$ cat src/rtl/mips_pkg.sv
// Shared ALU definitions: ALU control codes and the BIST driver FSM state encoding.
// No logic of its own; the codes match the datapath ALU control decoder.
// Any module that drives or decodes ALU ops imports this package.
package mips_pkg;

    localparam logic [3:0] ALU_AND = 4'b0000;
    localparam logic [3:0] ALU_OR  = 4'b0001;
    localparam logic [3:0] ALU_ADD = 4'b0010;
    localparam logic [3:0] ALU_SUB = 4'b0110;
    localparam logic [3:0] ALU_SLT = 4'b0111;
    localparam logic [3:0] ALU_NOR = 4'b1100;

    typedef enum logic [1:0] {
        IDLE  = 2'd0,
        DRIVE = 2'd1,
        CHECK = 2'd2,
        DONE  = 2'd3
    } state_t;

endpackage

$ cat src/rtl/alu_bist_driver_if.sv
// ALU operand/result bus between the BIST driver (master) and the ALU (slave).
// Pure wiring, no latency.
// No flow control: the ALU is combinational and always ready.
interface alu_bist_driver_if #(
    parameter int DATA_W = 32,
    parameter int OP_W   = 4
);
    logic [DATA_W-1:0] alu_a;
    logic [DATA_W-1:0] alu_b;
    logic [OP_W-1:0]   alu_op;
    logic [DATA_W-1:0] alu_c;
    logic              alu_zero;

    modport master (
        output alu_a, alu_b, alu_op,
        input  alu_c, alu_zero
    );

    modport slave (
        input  alu_a, alu_b, alu_op,
        output alu_c, alu_zero
    );
endinterface

$ cat src/rtl/alu_vec_rom.sv
// Fixed ALU self-test vector table: operands, op code and expected result per index.
// Combinational, zero latency.
// No backpressure; out-of-range indices return an all-zero AND vector.
module alu_vec_rom
    import mips_pkg::*;
#(
    parameter int DATA_W = 32,
    parameter int OP_W   = 4,
    parameter int IDX_W  = 4
) (
    input  logic [IDX_W-1:0]  idx,
    output logic [DATA_W-1:0] a,
    output logic [DATA_W-1:0] b,
    output logic [OP_W-1:0]   op,
    output logic [DATA_W-1:0] exp_c
);

    // Table lookup; expected results are modulo 2^DATA_W.
    always_comb begin
        a     = '0;
        b     = '0;
        op    = OP_W'(ALU_AND);
        exp_c = '0;
        case (idx)
            IDX_W'(0): begin a = DATA_W'(12); b = DATA_W'(15); op = OP_W'(ALU_AND); exp_c = DATA_W'(12); end
            IDX_W'(1): begin a = DATA_W'(17); b = DATA_W'(20); op = OP_W'(ALU_OR);  exp_c = DATA_W'(21); end
            IDX_W'(2): begin a = DATA_W'(5);  b = DATA_W'(7);  op = OP_W'(ALU_ADD); exp_c = DATA_W'(12); end
            IDX_W'(3): begin a = DATA_W'(9);  b = DATA_W'(9);  op = OP_W'(ALU_SUB); exp_c = '0;          end
            IDX_W'(4): begin a = DATA_W'(3);  b = DATA_W'(8);  op = OP_W'(ALU_SLT); exp_c = DATA_W'(1);  end
            IDX_W'(5): begin a = '0;          b = '0;          op = OP_W'(ALU_NOR); exp_c = '1;          end
            IDX_W'(6): begin a = '1;          b = DATA_W'(1);  op = OP_W'(ALU_ADD); exp_c = '0;          end
            IDX_W'(7): begin a = '0;          b = DATA_W'(1);  op = OP_W'(ALU_SUB); exp_c = '1;          end
            default:   ;
        endcase
    end

endmodule

$ cat src/rtl/alu_bist_driver.sv
// ALU built-in self-test initiator: drives each table vector, checks C/zero, reports pass/fail.
// Two cycles per vector (DRIVE then CHECK); done rises 2*NUM_VEC+1 edges after start is sampled.
// start is ignored while busy; results hold in DONE until the next start.
module alu_bist_driver
    import mips_pkg::*;
#(
    parameter int  DATA_W  = 32,
    parameter int  OP_W    = 4,
    parameter int  NUM_VEC = 8,
    localparam int IDX_W   = $clog2(NUM_VEC + 1)
) (
    input  logic                clk,
    input  logic                rst_n,
    input  logic                start,
    alu_bist_driver_if.master   alu,
    output logic                busy,
    output logic                done,
    output logic                pass,
    output logic [IDX_W-1:0]    fail_count,
    output logic [IDX_W-1:0]    first_fail
);

    state_t             state, state_nxt;
    logic [IDX_W-1:0]   idx, idx_nxt;
    logic               load;
    logic               check;
    logic               mismatch;
    logic [DATA_W-1:0]  exp_c;

    logic [DATA_W-1:0]  rom_a, rom_b, rom_exp;
    logic [OP_W-1:0]    rom_op;

    // The ROM is addressed by the index being entered so the vector can be
    // registered on the same edge that enters DRIVE.
    alu_vec_rom #(
        .DATA_W (DATA_W),
        .OP_W   (OP_W),
        .IDX_W  (IDX_W)
    ) u_rom (
        .idx    (idx_nxt),
        .a      (rom_a),
        .b      (rom_b),
        .op     (rom_op),
        .exp_c  (rom_exp)
    );

    assign busy     = (state == DRIVE) || (state == CHECK);
    assign done     = (state == DONE);
    assign pass     = done && (fail_count == '0);
    assign mismatch = (alu.alu_c != exp_c) || (alu.alu_zero != (exp_c == '0));

    // State register.
    always_ff @(posedge clk or negedge rst_n) begin
        if (!rst_n) begin
            state <= IDLE;
        end else begin
            state <= state_nxt;
        end
    end

    // Next state, vector index advance and load/check strobes.
    always_comb begin
        state_nxt = state;
        idx_nxt   = idx;
        load      = 1'b0;
        check     = 1'b0;
        case (state)
            IDLE, DONE: begin
                if (start) begin
                    state_nxt = DRIVE;
                    idx_nxt   = '0;
                    load      = 1'b1;
                end
            end
            DRIVE: begin
                state_nxt = CHECK;
            end
            CHECK: begin
                check = 1'b1;
                if (idx < IDX_W'(NUM_VEC - 1)) begin
                    state_nxt = DRIVE;
                    idx_nxt   = idx + IDX_W'(1);
                    load      = 1'b1;
                end else begin
                    state_nxt = DONE;
                end
            end
            default: state_nxt = IDLE;
        endcase
    end

    // Operand registers and result accounting; a new run clears the counts.
    always_ff @(posedge clk or negedge rst_n) begin
        if (!rst_n) begin
            idx        <= '0;
            alu.alu_a  <= '0;
            alu.alu_b  <= '0;
            alu.alu_op <= '0;
            exp_c      <= '0;
            fail_count <= '0;
            first_fail <= '0;
        end else begin
            if (load) begin
                idx        <= idx_nxt;
                alu.alu_a  <= rom_a;
                alu.alu_b  <= rom_b;
                alu.alu_op <= rom_op;
                exp_c      <= rom_exp;
            end
            if (start && !busy) begin
                fail_count <= '0;
                first_fail <= '0;
            end else if (check && mismatch) begin
                if (fail_count != IDX_W'(NUM_VEC)) begin
                    fail_count <= fail_count + IDX_W'(1);
                end
                if (fail_count == '0) begin
                    first_fail <= idx;
                end
            end
        end
    end

endmodule

$ cat src/flat_wrapper.sv
// flat-port wrapper written by rule: the top's interface ports become plain ports
module alu_bist_driver_flat import mips_pkg::*;
#(
    parameter int  DATA_W  = 32,
    parameter int  OP_W    = 4,
    parameter int  NUM_VEC = 8,
    localparam int IDX_W   = $clog2(NUM_VEC + 1)
)
  (clk, rst_n, start, busy, done, pass, fail_count, first_fail, alu_alu_a, alu_alu_b, alu_alu_op, alu_alu_c, alu_alu_zero);
  alu_bist_driver_if #(.DATA_W(DATA_W), .OP_W(OP_W)) alu_i ();
  input  logic clk;
  input  logic rst_n;
  input  logic start;
  output logic busy;
  output logic done;
  output logic pass;
  output logic [IDX_W-1:0] fail_count;
  output logic [IDX_W-1:0] first_fail;
  output wire logic [$bits(alu_i.alu_a)-1:0] alu_alu_a;
  output wire logic [$bits(alu_i.alu_b)-1:0] alu_alu_b;
  output wire logic [$bits(alu_i.alu_op)-1:0] alu_alu_op;
  input wire logic [$bits(alu_i.alu_c)-1:0] alu_alu_c;
  input wire logic [$bits(alu_i.alu_zero)-1:0] alu_alu_zero;
  assign alu_alu_a = alu_i.alu_a;
  assign alu_alu_b = alu_i.alu_b;
  assign alu_alu_op = alu_i.alu_op;
  assign alu_i.alu_c = alu_alu_c;
  assign alu_i.alu_zero = alu_alu_zero;
  alu_bist_driver #(.DATA_W(DATA_W), .OP_W(OP_W), .NUM_VEC(NUM_VEC)) u_core (.clk(clk), .rst_n(rst_n), .start(start), .alu(alu_i), .busy(busy), .done(done), .pass(pass), .fail_count(fail_count), .first_fail(first_fail));
endmodule
$ cat config.mk
export PLATFORM = sky130hd
export DESIGN_NAME = alu_bist_driver_flat
export DESIGN_NICKNAME = d
export VERILOG_FILES = /design/src/rtl/mips_pkg.sv /design/src/rtl/alu_bist_driver_if.sv /design/src/rtl/alu_vec_rom.sv /design/src/rtl/alu_bist_driver.sv /design/src/flat_wrapper.sv
export SDC_FILE = /design/constraint.sdc
export NUM_CORES = 1
export LEC_CHECK = 0
export CORE_ASPECT_RATIO = 0.75
export CORE_UTILIZATION = 38
export CTS_CLUSTER_DIAMETER = 120
export DETAILED_ROUTE_END_ITERATION = 7
export MAX_ROUTING_LAYER = met4
export PLACE_DENSITY_LB_ADDON = 0.1
export SYNTH_ARGS = -nofsm -noshare
export SYNTH_HDL_FRONTEND = slang
export SYNTH_SLANG_ARGS = --single-unit
$ cat constraint.sdc
create_clock -name clk -period 2.9 [get_ports clk]
set_input_delay 0.29 -clock clk [delete_from_list [all_inputs] [get_ports clk]]
set_output_delay 0.29 -clock clk [all_outputs]
set_load 0.05 [all_outputs]
# After elaboration in Yosys (flattened, before gate mapping)
# Index checks and enable logic that the tools add are counted.
[word_totals]
register_bits = 114
input_bits = 36
output_inout_bits = 79
word_cells = 66
[op_classes]
addsub = 2
n_lt_le_gt_ge = 1
n_eq_ne = 14
muxes = 20
reduce_logical = 21
[op_table]
columns = ["operator", "n"]
rows = [
  ["$pmux W32 S6", 1],
  ["$pmux W32 S4", 1],
  ["$logic_not A32 Y1", 1],
  ["$mux W4", 8],
  ["$ne A32 B32 Y1", 1],
  ["$pmux W5 S6", 1],
  ["$pmux W4 S5", 1],
  ["$eq A4 B3 Y1 const B", 4],
  ["$reduce_or A2 Y1", 6],
  ["$add A4 B1 Y4 const B", 2],
  ["$eq A4 B2 Y1 const B", 2],
  ["$logic_not A4 Y1", 2],
  ["$pmux W4 S2", 1],
  ["$pmux W2 S3", 1],
  ["$reduce_bool A2 Y1", 3],
  ["$eq A2 B2 Y1 const B", 2],
  ["$eq A4 B1 Y1 const B", 1],
  ["$lt A4 B3 Y1 const B", 1],
  ["$mux W2", 2],
  ["$ne A4 B4 Y1 const B", 1],
  ["$reduce_and A2 Y1", 2],
  ["$logic_and A1 B1 Y1", 3],
  ["$mux W1", 3],
  ["$eq A2 B1 Y1 const B", 1],
  ["6 further kinds", 7],
]

# Longest topological paths before layout
[depth]
depth_word = 6
ltp_mapped = 10
ltp_nobuf = 8

# Cells and area by module
# From an unflattened synthesis, not the netlist that was laid out.
[hier_totals]
hier_cells = 483
area_unflattened_um2 = 5861.9
[by_module_without_submodules]
columns = ["module", "instances", "cells_per_inst", "area_each_um2", "seq_area_each_um2"]
rows = [
  ["alu_bist_driver", 1, 361, 5014.8, 2852.7],
  ["alu_vec_rom", 1, 122, 847.1, 0.0],
]

# Worst setup path after synthesis
# No wires, ideal clock.
[synth_timing]
path_kind = "reg2reg"
startpoint = "register u_core.state[0]"
endpoint = "register u_core.alu.alu_a[4]"
setup_ps = 124
t_arrival_ps = 2158
required_time_ps = 2776
path_slack_ps = 618
stages_incl_launch_ff = 10
n_path_buf = 1
synth_period_minus_slack_ps = 2282
cell_sequence = "dfrtp_1 inv_1 ha_1 nor2b_1 a211oi_2 a21o_1 clkbuf_1 nor2_1 and3_1 a211o_1"
[synth_via]
elab_chain_len = 5
word_cells_on_any_way = 13
cone_classes = "eq/ne (7); mux (3); reduce/logical (3)"
[synth_rtl]
columns = ["item", "line", "text"]
rows = [
  ["start: declaration", "alu_bist_driver.sv:23", "state_t state, state_nxt;"],
  ["start signal: assignment", "alu_bist_driver.sv:57", "state <= state_nxt;"],
  ["$eq A2 B2 Y1 / $logic_not A2 Y1 (equally long branches)", "alu_bist_driver.sv:67", "case (state)"],
  ["$reduce_or A2 Y1", "alu_bist_driver.sv:67", ""],
  ["$pmux W4 S2", "alu_bist_driver.sv:67", ""],
  ["$eq A4 B3 Y1 (tied with other cells)", "alu_vec_rom.sv:24", "case (idx)"],
  ["$pmux W32 S6", "alu_vec_rom.sv:24", ""],
  ["end signal: assignment", "alu_bist_driver.sv:105", "alu.alu_a <= rom_a;"],
  ["end: declaration", "alu_bist_driver_if.sv:15", "output alu_a, alu_b, alu_op,"],
]
# Several ways; a longest one is shown, not always the timed one.
# A chain may end at the register's enable or synchronous reset.

# Final worst setup path
[layout_timing]
startpoint = "register u_core.fail_count[0]"
endpoint = "output pass"
[layout_via]
elab_chain_len = 2
[layout_rtl]
columns = ["item", "line", "text"]
rows = [
  ["start: declaration", "alu_bist_driver.sv:19", "output logic [IDX_W-1:0] fail_count,"],
  ["start signal: assignment", "alu_bist_driver.sv:115", "fail_count <= fail_count + IDX_W'(1);"],
  ["$logic_not A4 Y1", "alu_bist_driver.sv:49", "assign pass = done && (fail_count == '0);"],
  ["$logic_and A1 B1 Y1", "alu_bist_driver.sv:49", ""],
  ["end: declaration", "flat_wrapper.sv:16", "output logic pass;"],
]
# No other way between the ends.

==> results.md <==
- Net Switching: about 1.7 mW
- Initial drt markers: approximately 70
- FMAX: roughly 390 MHz
- Vias in the first global route: approximately 1,900
- Mapped Area: about 2400 µm²
- Cell-internal power: ~1.6 mW
- Most used DFF post-synth: dfrtp_1
- Routed wire per std cell: between 10 and 15 µm
- Cells on worst reg2reg path: 7
- Clock skew: approximately 6.2 ps
- Synth unique cells: 57
- Post-place setup slack: ~120 ps
- CP required: between 2000 and 3000 ps
- Hold_ws: just over 400 ps
- IO Count: roughly 120
- Final Util: 53.8%
- Initial cell density of the core: between 40% and 50%
- WL final: about 5.7 mm
- Setup TNS: 0 ps
- Max IR drop VDD: roughly 0.56 mV
- First-pass GRT wire length: 9.23 mm
- Row count: 24
- Initial antenna violation count: 0
- Area Growth Syn to Fin: 32.7%
- Residual overflow from global routing: 0
- Antenna-violating nets left: 0
- Final Max Slew Viols: 0
- RSZ-0062 raised after global routing: false
- Detail Placement HPWL: 4.35 mm
- Peak fanout along the critical path: 5
- CP Data Arrival Time: roughly 2300 ps
- Final setup fails: 0
- # Post-CTS Setup Buffers: 0
- Gr usage total: approximately 18%
- CTS Sinks: 34
- Worst setup path category: reg2out
- CP endpoint kind: output port
- Largest net degree at the start of global routing: 35
- Number of port buffers: 87
- Vias post-DR: 2,061
- Via density: 4.98
- YS warnings: 0
- Clk_lat worst skew: between 200 and 300 ps
- Post-Syn Instances: roughly 270
- Worst Setup Start Kind: flip-flop
- Most common cell after layout, fill and taps aside: clkdlybuf4s50_1
- DIE HEIGHT: roughly 71 µm
- Sequential share of the synthesized area: a little over a third
- Share of post-route cells with drive strength above 1: between 9 and 10%
- Pleak: between 1 and 1.5 nW
- Placeable Area: about 6000 µm²
- H-Tree Depth: 2
- Slew @ Worst Pin: 712 ps
- Ys async rst share: between 90% and 100%
- Die Wd: about 94 µm
- Min-delay worst type: in2async
- Logic pwr share: around 64%
- Post-cts gate resize count: 0
- Antenna diode count: 0
- EDFF count, synth: 0
- Final setup margin: between 300 and 400 ps
- CTS Buf Count: 5
- Root Buffer: clkbuf_8
- GPL Wtd Cong: 0.824
- Power per cell area: 1020 nW/µm²
- Final Cycle Share: 89.1%
- Hold Buf Count CTS: 0
- Max-cap viol count: 0
- Nets@finish: 378
- First-pass DRT Iterations: 4
- Final Hold Fails: 0
- Sw Share: between 50% and 60%
- Most frequent cells in the layout: clkdlybuf4s50_1, dfrtp_1, conb_1
- Die area: approximately 6700 µm²
- Fill cells: approximately 570
- CTS Buffer Depth: 2
- Reg power frac: about a quarter
- Outcome: finished, final reports clean
- Worst relative slew slack: a little over half
- Reg clk slew, reported paths: approximately 70 ps
- Clock power frac: around 11%
- Syn Area/Cell: about 9 µm²
- #FFs+latches synth: 34
- CTS tree: built
- Final min period: 2580 ps
- DRC: 0
## logic make-up (layout without fill, tap and decap cells)
kind of cell / count (synthesis) / in the layout / synth area share [%]
AOI/OAI and AO/OA: 66 / 66 / 19.6
xor gates and xnor gates: 6 / 6 / 2.48
adders and majority gates: 7 / 7 / 3.61
buffers and inverters: 69 / 113 / 19.2
DFF: 34 / 34 / 35.1
muxes: 2 / 2 / 0.877
other: 1 / 27 / 0.155
and+or+nand+nor: 81 / 81 / 19.0
## power groups by stage
| stage | clock [mW] | combinational [mW] | sequential [mW] |
|---|---|---|---|
| finish | 0.367 | 2.10 | 0.826 |
| detailed placement | 0 | 2.10 | 0.832 |
| floorplan | 0 | 1.15 | 1.18 |
| CTS | 0.375 | 2.11 | 0.825 |
| global route | 0.400 | 2.26 | 0.856 |
| global placement | 0 | 2.08 | 0.829 |
## state kept, by name, indices dropped and copies added (netlist names)
name               cells
u_core.alu.alu_op      4
u_core.exp_c           5
u_core.state           2
u_core.idx             4
u_core.first_fail      4
u_core.alu.alu_b       5
u_core.alu.alu_a       6
u_core.fail_count      4
## final timing paths
check / startpoint / endpoint / slack, ps
hold / removal: rst_n / u_core.fail_count[0]$_DFFE_PN0P_ / 410
max in group asynchronous: rst_n / u_core.alu.alu_op[1]$_DFFE_PN0P_ / 2170
min in group clk: u_core.alu.alu_a[1]$_DFFE_PN0P_ / u_core.alu.alu_a[1]$_DFFE_PN0P_ / 480
hold reg to reg: u_core.alu.alu_a[1]$_DFFE_PN0P_ / u_core.alu.alu_a[1]$_DFFE_PN0P_ / 480
setup reg to reg: u_core.state[0]$_DFFE_PN0P_ / u_core.alu.alu_op[3]$_DFFE_PN0P_ / 360
setup / recovery: u_core.fail_count[0]$_DFFE_PN0P_ / pass / 320
## cells in the mapped netlist, types with 2 or more instances
cell type,instances,area (µm²)
nand3_1,10,50.1
nand4_1,6,37.5
nor3_2,2,20.0
nand2_1,19,71.3
a22o_1,2,17.5
or4_1,3,22.5
a211o_1,5,43.8
o21a_1,3,22.5
nor2_1,13,48.8
dfrtp_1,34,851
a21boi_1,7,52.6
a21oi_1,11,55.1
o211ai_1,2,15.0
inv_1,9,33.8
nor3_1,2,10.0
xor2_1,4,35.0
o21ai_0,3,15.0
o21ai_1,12,60.1
ha_1,7,87.6
a21o_1,7,52.6
clkbuf_1,5,18.8
a31oi_1,3,18.8
nor4_2,2,25.0
nor2b_1,3,18.8
nor4_1,4,25.0
or3_1,3,18.8
buf_4,53,398
o22ai_1,2,12.5
or3_2,2,15.0
## area by class of cell
type	count	area [µm²]	share of cell area, %
clock buffer	7	86.3	2.68
clock inverter	1	5.00	0.156
inverter	9	33.8	1.05
multi-input combinational	189	1200	37.5
sequential	34	851	26.4
tap	78	97.6	3.03
timing repair buffer	96	938	29.2
## stage by stage
| stage | cells | area (µm²) | power [mW] |
|---|---|---|---|
| after floorplan | 292 | 2520 | 2.33 |
| after global placement | 406 | 3130 | 2.91 |
| after detailed placement | 406 | 3130 | 2.93 |
| after CTS | 414 | 3220 | 3.31 |
| after global routing | 414 | 3220 | 3.52 |
| final | 414 | 3220 | 3.29 |
## critical path, cell delays in order (launching register included)
cell	delay (ps)
dfrtp_1	430
inv_1	90
ha_1	200
nor3b_1	200
buf_4	170
and2_1	120
clkdlybuf4s50_1	790
## metal layers
metal	global-route usage [%]	routed length, µm
met4	5.13	57
met2	29.0	2700
met1	23.4	2580
met5	-	0
met3	3.66	377
Note: power is estimated with default switching activity, not from simulation.
